**src/rtl/ifetch_bus_ctrl.sv**
```systemverilog
// Instruction-fetch sequencer: one single-beat Wishbone read per PC, with
// stall hold, flush abort and hung-slave timeout.
module ifetch_bus_ctrl #(
  parameter int unsigned TIMEOUT  = 256,
  parameter logic [31:0] NOP_INSN = 32'h0000_0000
) (
  input  logic        clk,
  input  logic        rst,
  input  logic [5:0]  stall_i,
  input  logic        flush_i,
  input  logic        cpu_ce_i,
  input  logic [31:0] cpu_addr_i,
  output logic [31:0] cpu_data_o,
  output logic        stallreq_o,
  output logic        err_o,
  output logic [31:0] wb_adr_o,
  input  logic [31:0] wb_dat_i,
  input  logic        wb_ack_i,
  output logic        wb_cyc_o,
  output logic        wb_stb_o,
  output logic        wb_we_o,
  output logic [3:0]  wb_sel_o
);

  localparam int unsigned TMO_W = $clog2(TIMEOUT);
  localparam logic [TMO_W-1:0] TMO_LAST = TMO_W'(TIMEOUT - 1);

  typedef enum logic [1:0] {
    S_IDLE       = 2'd0,
    S_BUSY       = 2'd1,
    S_WAIT_STALL = 2'd2
  } state_t;

  state_t           state;
  logic [31:0]      rd_buf;
  logic [TMO_W-1:0] tmo_cnt;
  logic             tmo_hit;

  // Only the IF/ID hold bit of the stall vector matters to fetch.
  logic unused_stall;
  assign unused_stall = ^{stall_i[5:2], stall_i[0]};

  assign tmo_hit  = (tmo_cnt == TMO_LAST);
  assign wb_stb_o = wb_cyc_o;
  assign wb_we_o  = 1'b0;
  assign wb_sel_o = wb_cyc_o ? 4'hF : 4'h0;

  always_ff @(posedge clk) begin
    if (!rst) begin
      state    <= S_IDLE;
      wb_adr_o <= '0;
      wb_cyc_o <= 1'b0;
      rd_buf   <= '0;
      tmo_cnt  <= '0;
      err_o    <= 1'b0;
    end else begin
      err_o <= 1'b0;
      case (state)
        S_IDLE: begin
          if (cpu_ce_i && !flush_i) begin
            wb_cyc_o <= 1'b1;
            wb_adr_o <= cpu_addr_i;
            tmo_cnt  <= '0;
            state    <= S_BUSY;
          end
        end
        S_BUSY: begin
          // Flush beats ack, ack beats timeout.
          if (flush_i) begin
            wb_cyc_o <= 1'b0;
            rd_buf   <= '0;
            state    <= S_IDLE;
          end else if (wb_ack_i) begin
            wb_cyc_o <= 1'b0;
            rd_buf   <= wb_dat_i;
            state    <= stall_i[1] ? S_WAIT_STALL : S_IDLE;
          end else if (tmo_hit) begin
            wb_cyc_o <= 1'b0;
            err_o    <= 1'b1;
            state    <= S_IDLE;
          end else begin
            tmo_cnt <= tmo_cnt + TMO_W'(1);
          end
        end
        S_WAIT_STALL: begin
          if (flush_i) begin
            rd_buf <= '0;
            state  <= S_IDLE;
          end else if (!stall_i[1]) begin
            state <= S_IDLE;
          end
        end
        default: begin
          wb_cyc_o <= 1'b0;
          state    <= S_IDLE;
        end
      endcase
    end
  end

  // Instruction and stall request are combinational so ack data reaches IF/ID with no extra cycle.
  always_comb begin
    cpu_data_o = NOP_INSN;
    stallreq_o = 1'b0;
    case (state)
      S_IDLE: stallreq_o = cpu_ce_i && !flush_i;
      S_BUSY: begin
        if (!flush_i) begin
          if (wb_ack_i) begin
            cpu_data_o = wb_dat_i;
          end else if (!tmo_hit) begin
            stallreq_o = 1'b1;
          end
        end
      end
      S_WAIT_STALL: cpu_data_o = rd_buf;
      default: begin
        cpu_data_o = NOP_INSN;
        stallreq_o = 1'b0;
      end
    endcase
  end

endmodule

```
**config.mk**
```make
export PLATFORM = sky130hd
export DESIGN_NAME = ifetch_bus_ctrl
export DESIGN_NICKNAME = d
export VERILOG_FILES = /design/src/rtl/ifetch_bus_ctrl.sv
export SDC_FILE = /design/constraint.sdc
export NUM_CORES = 1
export LEC_CHECK = 0
export BUFFER_PORTS_ARGS = -buffer_cell sky130_fd_sc_hd__buf_2
export CAP_MARGIN = 20
export CORE_MARGIN = 2
export CORE_UTILIZATION = 45
export CTS_BUF_LIST = sky130_fd_sc_hd__clkbuf_8
export DETAILED_ROUTE_END_ITERATION = 10
export MAX_ROUTING_LAYER = met4
export PLACE_DENSITY_LB_ADDON = 0.08
export SLEW_MARGIN = 20
export SYNTH_ARGS = -nofsm -noshare
export SYNTH_HDL_FRONTEND = slang
export SYNTH_SLANG_ARGS = --single-unit
export TNS_END_PERCENT = 20
```
**constraint.sdc**
```tcl
create_clock -name clk -period 2.1 [get_ports clk]
set_input_delay 0.21 -clock clk [delete_from_list [all_inputs] [get_ports clk]]
set_output_delay 0.21 -clock clk [all_outputs]
set_load 0.05 [all_outputs]
```
# == Word-level counts from Yosys, hierarchy flattened ==
# Cells that the tools add are included.
# totals
regBits,76
input_bits,75
out_inout_bits,73
elab_cells,63
# classes
n_addsub,1
eq_ne,11
mux,31
bitwise_logic,3
n_reduce_logical,11
# op_table
op,count
$mux 32,5
$pmux 32 s2,2
$mux 8,4
$pmux 8 s2,1
$mux 2,7
$ne 2x2->1 const B,5
$reduce_and 3->1,3
$add 8x1->8 const B,1
$eq 8x8->1 const B,1
$mux 1,8
$ne 3x3->1 const B,2
$pmux 2 s3,1
$reduce_and 5->1,1
$mux 4,1
$ne 4x4->1 const B,1
$reduce_bool 2->1,2
$reduce_or 4->1,1
$not 1->1,3
$pmux 1 s3,1
$eq 2x1->1 const B,1
$eq 2x2->1 const B,1
$logic_not 2->1,1
$pmux 1 s2,1
$reduce_and 2->1,1
other kinds (2),2

# == Logic depth before layout (Yosys ltp) ==
# Gate-level depths: netlist of run 1.
# logic_depth
depth_word,5
ltp_mapped,9
mapped_depth_nobuf,7

# == Worst setup path after synthesis of run 1 ==
# Ideal clock, no wire load.
# synth_timing
path_type,register -> output
start,register state[1]
end,output cpu_data_o[0]
t_arrival_ps,2086
required_ps,1890
path_slack_ps,-196
path_stages_with_launch,8
path_buffers,2
cell_sequence,dfxtp_1 > inv_1 > ha_1 > and3b_1 > clkbuf_1 > clkbuf_1 > a22oi_1 > nor2b_1
# synth_via
elab_chain_len,2
elab_cells_between_ends,3
cone_classes,eq/ne (2); mux (1)
# synth_rtl
item,line_no,rtl
from (decl),34,state_t state;
from (signal assigned),76,state <= stall_i[1] ? S_WAIT_STALL : S_IDLE;
$eq 2x2->1 or $eq 2x1->1 (tied branches),105,case (state)
$pmux 32 s2 *,105,
to (decl),13,"output logic [31:0] cpu_data_o,"
# Mark *: on every way between the ends. The rest lies on a longest branch, timed or not.

# == Worst setup path after layout of run 1 ==
# layout_timing
start,register tmo_cnt[0]
end,output stallreq_o
# layout_via
elab_chain_len,5
# layout_rtl
item,line_no,rtl
from (decl),36,logic [TMO_W-1:0] tmo_cnt;
from (signal assigned),82,tmo_cnt <= tmo_cnt + TMO_W'(1);
$eq 8x8->1,43,assign tmo_hit = (tmo_cnt == TMO_LAST);
$mux 1,111,end else if (!tmo_hit) begin
$mux 1,109,if (wb_ack_i) begin
$mux 1,108,if (!flush_i) begin
$pmux 1 s2,105,
to (decl),14,"output logic stallreq_o,"
# No other way between the ends.

==> metrics.md, run 1 <==
| Metric | Value |
|---|---|
| Register area | `1524 sq um` |
| FF+latch count, synth | `76` |
| Async SR Flop Fraction | `0` |
| Fraction of layout cells with a size suffix above 1 | `0.3287` |
| CP endpoint kind | `output port` |
| Setup Fix Bufs, Post-CTS | `0` |
| Area growth syn-to-layout | `34.54%` |
| Dominant cell type by area after synthesis | `dfxtp_1` |
| Main synth FF type | `dfxtp_1` |
| Avg Synthesized Cell Area | `7.645 sq um` |
| CP Max Fanout | `7` |
| Area of the multi-input gates | `1787 sq um` |
| Initial antenna violation count | `1` |
| RSZ-0062 raised after global routing | `no` |
| Syn_nets | `533` |
| Power share of the clock group | `0.367` |
| Vias | `3578` |
| Synth Warn # | `0` |
| Root Buffer | `clkbuf_8` |
| Int Power | `2.571 mW` |
| Combinational power share | `0.207` |
| Total number of H-tree levels | `3` |
| First-pass GRT wire length | `15.07 mm` |
| HPWL after DPL | `6.164 mm` |
| Setup TNS | `0 ns` |
| Commonest non-fill, non-tap cell in the layout | `buf_2` |
| Largest net degree at the start of global routing | `42` |
| Vias in the first global route | `3366` |
| Final setup fails | `0` |
| CP startpoint kind | `flip-flop` |
| DIE WIDTH | `91.83 um` |
| Worst setup margin | `0.09527 ns` |
| Routed Wire Length | `9.197 mm` |
| Worst vdd ir | `510.8 uV` |
| Worst EP required | `1.89 ns` |
| PortBufs | `141` |
| CP arrival | `1.79 ns` |
| CP Class | `flip-flop to output port` |
| Leakage power | `1.904 nW` |
| Final Util | `0.6138` |
| Total track usage | `0.2244` |
| Dominant cells by area after synthesis | `dfxtp_1 (44%), nand2_1 (11%), a21oi_1 (10%)` |
| Net Switching | `1.059 mW` |
| Relative slew slack | `0.6356` |
| Worst slew pin tran | `0.5466 ns` |
| Grt total ovfl | `0` |
| Hold-critical path depth | `3` |
| Vias per inst | `5.231` |
| Endpoints failing hold | `0` |
| Detailed-route wire length per cell | `13.45 um` |
| Share of the synthesized area in the top cell type | `0.4384` |
| CTS Buf Count | `9` |
| Pins Over Slew Limit | `0` |
| I/O pin count | `148` |
| Register area share after synthesis | `0.4384` |
| TritonCTS clock tree | `yes` |
| CTS clock-pin slew for the worst setup and hold paths | `0.08 ns` |
| Worst min-delay path category | `input port to flip-flop` |
| Tmin final | `2.005 ns` |
| DRT Pass-1 Iters | `4` |
| P per Cell Area | `777.5 nW/um^2` |
| Initial Util | `0.4563` |
| Clock latency on the worst-skew pair | `0.34 ns` |
| Fill cells | `718` |
| Die height | `91.83 um` |
| Die area | `8432 sq um` |
| Netlist Area Pre-Place | `3471 sq um` |
| Run status | `completed` |
| Total core area | `7607 sq um` |
| FP Rows | `32` |
| Starting DRC count in detailed routing | `147` |
| Final #Nets | `656` |
| Sw Ratio | `0.2917` |
| Peak Freq | `498.8 MHz` |
| Pre-CTS setup slack | `0.2441 ns` |
| Post-synth EDFFs | `0` |
| Synth Instances | `454` |
| RePlAce Congestion | `0.8261` |
| DRC | `0` |
| R2R depth | `6` |
| Max Root-Sink Buffers | `2` |
| Most frequent cells in the layout | `buf_2 (111), nand2_1 (104), dfxtp_1 (74)` |
| Antenna-violating nets left | `0` |
| Final period utilization | `0.9546` |
| Skew final | `0.007704 ns` |
| Yosys cell types | `35` |
| Max_cap viols | `0` |
| Sequential share of power | `0.426` |
| Total clock sinks | `76` |
==> cell usage after synthesis, types with 2 or more instances <==
cell        n
nor2b_1    33
nor2_1     11
or2_1       2
buf_4       6
o21ai_1     9
ha_1        4
buf_2       4
a21oi_1    71
nand2_1   104
inv_1       4
dfxtp_1    76
a22oi_1    32
o31ai_1     3
nand2_2     2
nand3_1    40
clkbuf_1   32
inv_2       2
a31oi_1     2
==> metal layers <==
metal | vias up | global-route usage | share of wire
li1 | 1796 | - | -
met4 | 0 | 0.08955 | 0.018
met5 | - | - | 0
met1 | 1689 | 0.2649 | 0.45
met3 | 12 | 0.04601 | 0.047
met2 | 81 | 0.3756 | 0.49
==> critical path, cell delays in order (launching register included) <==
cell and delay (ns):
dfxtp_1 0.34, ha_1 0.23, and3_1 0.26, a211o_1 0.33
nand2_1 0.10, buf_4 0.20
==> state kept, by name (all words and copies together), names as in the netlist <==
register  count
tmo_cnt       8
wb_adr_o     32
rd_buf       32
wb_cyc_o      1
err_o         1
state         2
==> kinds of logic after synthesis <==
logic type / share of synthesized area
AND/OR/NAND/NOR: 0.2689
AO/OA/AOI/OAI: 0.2134
flip-flops: 0.4384
buffers and inverters: 0.06092
adder cells (fa/ha/maj): 0.01442
multiplexers: 0.002884
other: 0.001080
==> stage by stage <==
step / power, mW / cell area, sq um / hold slack [ns] / cells
2_1_floorplan: 2.086 / 3483 / 0.2881 / 454
4_1_cts: 3.654 / 4589 / 0.08002 / 683
3_5_place_dp: 2.313 / 4290 / 0.4442 / 668
3_3_place_gp: 2.304 / 4290 / 0.4384 / 668
6_report: 3.631 / 4669 / 0.09461 / 684
5_1_grt: 3.789 / 4669 / 0.09087 / 684
==> final cells by class <==
| type | instances | area share |
|---|---|---|
| timing repair buffer | 155 | 0.2071 |
| multi-input combinational | 329 | 0.3826 |
| sequential | 76 | 0.3264 |
| clock buffer | 10 | 0.02947 |
| antenna | 1 | 0.0005359 |
| tap | 102 | 0.02733 |
| clock inverter | 5 | 0.02170 |
| inverter | 6 | 0.004823 |
==> worst paths after layout <==
path / startpoint / slack [ns] / endpoint
max: tmo_cnt[0]$_SDFFE_PN0P_ / 0.1 / stallreq_o
min reg2reg: rd_buf[3]$_SDFFE_PN0P_ / 0.45 / rd_buf[3]$_SDFFE_PN0P_
max reg2reg: tmo_cnt[0]$_SDFFE_PN0P_ / 0.32 / tmo_cnt[2]$_SDFFE_PN0P_
min: cpu_addr_i[15] / 0.09 / wb_adr_o[15]$_SDFFE_PN0P_
==> power by group through the flow <==
stage                     registers [mW]  logic [mW]  clock network [mW]
after floorplan                     1.70       0.388                   0
after global placement              1.57       0.732                   0
after detailed placement            1.58       0.737                   0
after CTS                           1.54       0.743                1.37
after global routing                1.55       0.814                1.42
final                               1.55       0.751                1.33
==> repair_timing <==
item	in CTS	in global routing
gates cloned	0	0
hold endpoints to repair	0	0
pin swaps	0	0
setup endpoints to repair	32	33
resized for setup	23	28
hold buffers	0	0
No activity file was read; power rests on OpenSTA's default activity.
==> run 2, diff against run 1 <==
--- a/config.mk
+++ b/config.mk
@@ -8,7 +8,7 @@
 export BUFFER_PORTS_ARGS = -buffer_cell sky130_fd_sc_hd__buf_2
 export CAP_MARGIN = 20
 export CORE_MARGIN = 2
-export CORE_UTILIZATION = 45
+export CORE_UTILIZATION = 40
 export CTS_BUF_LIST = sky130_fd_sc_hd__clkbuf_8
 export DETAILED_ROUTE_END_ITERATION = 10
 export MAX_ROUTING_LAYER = met4
==> constraint.sdc (replaced) <==
create_clock -name clk -period 2.5 [get_ports clk]
set_input_delay 0.25 -clock clk [delete_from_list [all_inputs] [get_ports clk]]
set_output_delay 0.25 -clock clk [all_outputs]
set_load 0.05 [all_outputs]
==> run 2 against run 1 <==
  * Via count grew 1.3%
  * Worst setup slack worse by 0.011 ns
  * Wire length grew 3.2%
==> metrics.md, run 2 (same netlist as run 1, synthesis figures left out) <==
| Metric | Value |
|---|---|
| Max_cap viols | `0 (unchanged)` |
| HPWL after DPL | `6.395 mm (+3.7%)` |
| Run status | `completed` |
| DRC | `0 (unchanged)` |
| Sequential share of power | `0.474 (+0.048)` |
| Die height | `97.15 um (+5.8%)` |
| Grt total ovfl | `0 (unchanged)` |
| Worst setup margin | `0.08380 ns (-0.01146 ns)` |
| Die area | `9438 sq um (+12%)` |
| RSZ-0062 raised after global routing | `yes` |
| Leakage power | `1.838 nW (-3.5%)` |
| RR Startpoint | `state[1]$_SDFFE_PN0P_` |
| Most frequent cells in the layout | `buf_2 (139), nand2_1 (104), dfxtp_1 (76)` |
| Initial antenna violation count | `1 (unchanged)` |
| Routed Wire Length | `9.495 mm (+3.2%)` |
| Largest regs | `rd_buf x32, wb_adr_o x32, tmo_cnt x8` |
| Skew final | `0.01067 ns (+0.002966 ns)` |
| CTS Buf Count | `9 (unchanged)` |
| Endpoints failing hold | `0 (unchanged)` |
| CP Max Fanout | `19 (+12)` |
| Clock latency on the worst-skew pair | `0.34 ns (about the same)` |
| Detailed-route wire length per cell | `13.84 um (+2.9%)` |
| Commonest non-fill, non-tap cell in the layout | `buf_2` |
| Pins Over Slew Limit | `0 (unchanged)` |
| Total clock sinks | `76 (unchanged)` |
| Crit path largest cell delay | `0.33 ns (about the same)` |
| Crit path buffers/inverters | `3 (+2)` |
| Int Power | `1.812 mW (-30%)` |
| Worst EP required | `2.25 ns (+0.36 ns)` |
| Max Root-Sink Buffers | `2 (unchanged)` |
| Total core area | `8299 sq um (+9.1%)` |
| Area growth syn-to-layout | `26.82%` |
| Fraction of layout cells with a size suffix above 1 | `0.3086 (-0.02012)` |
| CP arrival | `2.17 ns (+0.38 ns)` |
| Peak Freq | `413.9 MHz` |
| RePlAce Congestion | `0.7758 (-6.1%)` |
| DIE WIDTH | `97.15 um (+5.8%)` |
| Vias per inst | `5.286 (+1.0%)` |
| Final Util | `0.5304 (-0.08344)` |
| PortBufs | `141 (unchanged)` |
| Relative slew slack | `0.5729 (-0.06271)` |
| Initial Util | `0.4182 (-0.03804)` |
| Combinational power share | `0.219 (+0.012)` |
| Largest net degree at the start of global routing | `37 (-12%)` |
| Net Switching | `0.9232 mW (-13%)` |
| CP startpoint kind | `flip-flop` |
| Final #Nets | `654 (-0.30%)` |
| DRT Pass-1 Iters | `4 (unchanged)` |
| Final period utilization | `0.9665` |
| Vias in the first global route | `3364 (-0.059%)` |
| Critical path origin | `state[1]$_SDFFE_PN0P_` |
| P per Cell Area | `621.4 nW/um^2 (-20%)` |
| First-pass GRT wire length | `15.62 mm (+3.7%)` |
| Tmin final | `2.416 ns` |
| TritonCTS clock tree | `yes` |
| FP Rows | `33 (+3.1%)` |
| Power share of the clock group | `0.307 (-0.060)` |
| CTS clock-pin slew for the worst setup and hold paths | `0.09 ns (about the same)` |
| Sw Ratio | `0.3375 (+0.04576)` |
| Worst slew pin tran | `0.6397 ns (+0.09313 ns)` |
| Worst-path cell chain | `inv_1, ha_1, and3b_1, buf_4, a22oi_1, nor2b_1, clkbuf_4` |
| Worst vdd ir | `339.0 uV (-34%)` |
| Worst Hold Launch | `cpu_addr_i[1]` |
| Total track usage | `0.2030 (-0.02140)` |
| Starting DRC count in detailed routing | `192 (+31%)` |
| Pre-CTS setup slack | `0.4881 ns (+0.2441 ns)` |
| Total number of H-tree levels | `3 (unchanged)` |
| Antenna-violating nets left | `0 (unchanged)` |
| Final setup fails | `0 (unchanged)` |
| Vias | `3626 (+1.3%)` |
| CP endpoint kind | `output port` |
| Count of hold-fix buffers inserted at cts | `0 (unchanged)` |
| I/O pin count | `148 (unchanged)` |
| Root Buffer | `clkbuf_8` |
| CP delay by family, top | `buffers and inverters` |
| CP Class | `flip-flop to output port` |
| Worst min-delay path category | `input port to flip-flop` |
| CP max stage cell | `dfxtp_1` |
## run 2: changes by cell type in the layout (fill, tap and decap cells not counted), moves of 3 or more
cell       previous run  this run
buf_2               111       139
nor2b_1              28        33
buf_6                 5         0
a22oi_2               3         0
buf_4                27        12
buf_12                5         0
bufinv_16             3         0
nor2b_2               5         0
a22oi_1              29        32
clkbuf_4              7         2
## run 2: power groups by stage
stage	Clock [mW]	Sequential (mW)	Combinational, mW
after global routing	0.923	1.30	0.648
after CTS	0.866	1.30	0.599
after global placement	0	1.32	0.596
final	0.841	1.30	0.599
after floorplan	0	1.43	0.324
after detailed placement	0	1.32	0.598
## run 2: path summary, 6_finish.rpt
check	slack, ns	endpoint	cells past startpoint
min reg2reg	0.45	wb_adr_o[0]$_SDFFE_PN0P_	2
max reg2reg	0.45	tmo_cnt[3]$_SDFFE_PN0P_	7
min	0.14	wb_adr_o[1]$_SDFFE_PN0P_	3
max	0.08	cpu_data_o[27]	7
## run 2: worst min-delay path, cell delays in order
cell and delay, ns:
buf_2 0.09, nand2_1 0.04, a21oi_1 0.05
## run 2: what timing repair did
action                                  4_1_cts  5_1_grt
setup buffers                                 0        0
gates resized for setup                       0        3
endpoints found under the setup margin        0        7
## run 2: metrics by stage
step                      hold slack [ns]  power [mW]  setup TNS (ns)  std cells  instance area [sq um]
final                              0.1364       2.735               0        686                   4402
after global routing               0.1331       2.874        -0.01508        686                   4402
after CTS                          0.1194       2.761               0        685                   4392
after detailed placement           0.4438       1.922               0        669                   4217
after global placement             0.4381       1.917               0        669                   4217
after floorplan                    0.3281       1.750               0        454                   3471
## run 2: final cells by class
class | instances | area (sq um)
multi-input combinational | 329 | 1748
clock inverter | 7 | 51.30
tap | 105 | 131.4
inverter | 6 | 22.52
fill | 850 | 3897
clock buffer | 9 | 123.9
antenna | 1 | 2.502
timing repair buffer | 153 | 800.8
sequential | 76 | 1521
## run 2: routing by layer
metal  track usage  wire length [um]  vias to the layer above
met1        0.2565              4284                     1706
met5             -                 0                        -
met3       0.03957               606                       11
met2        0.3216              4462                      120
met4       0.07909               142                        0
li1              -                 -                     1789
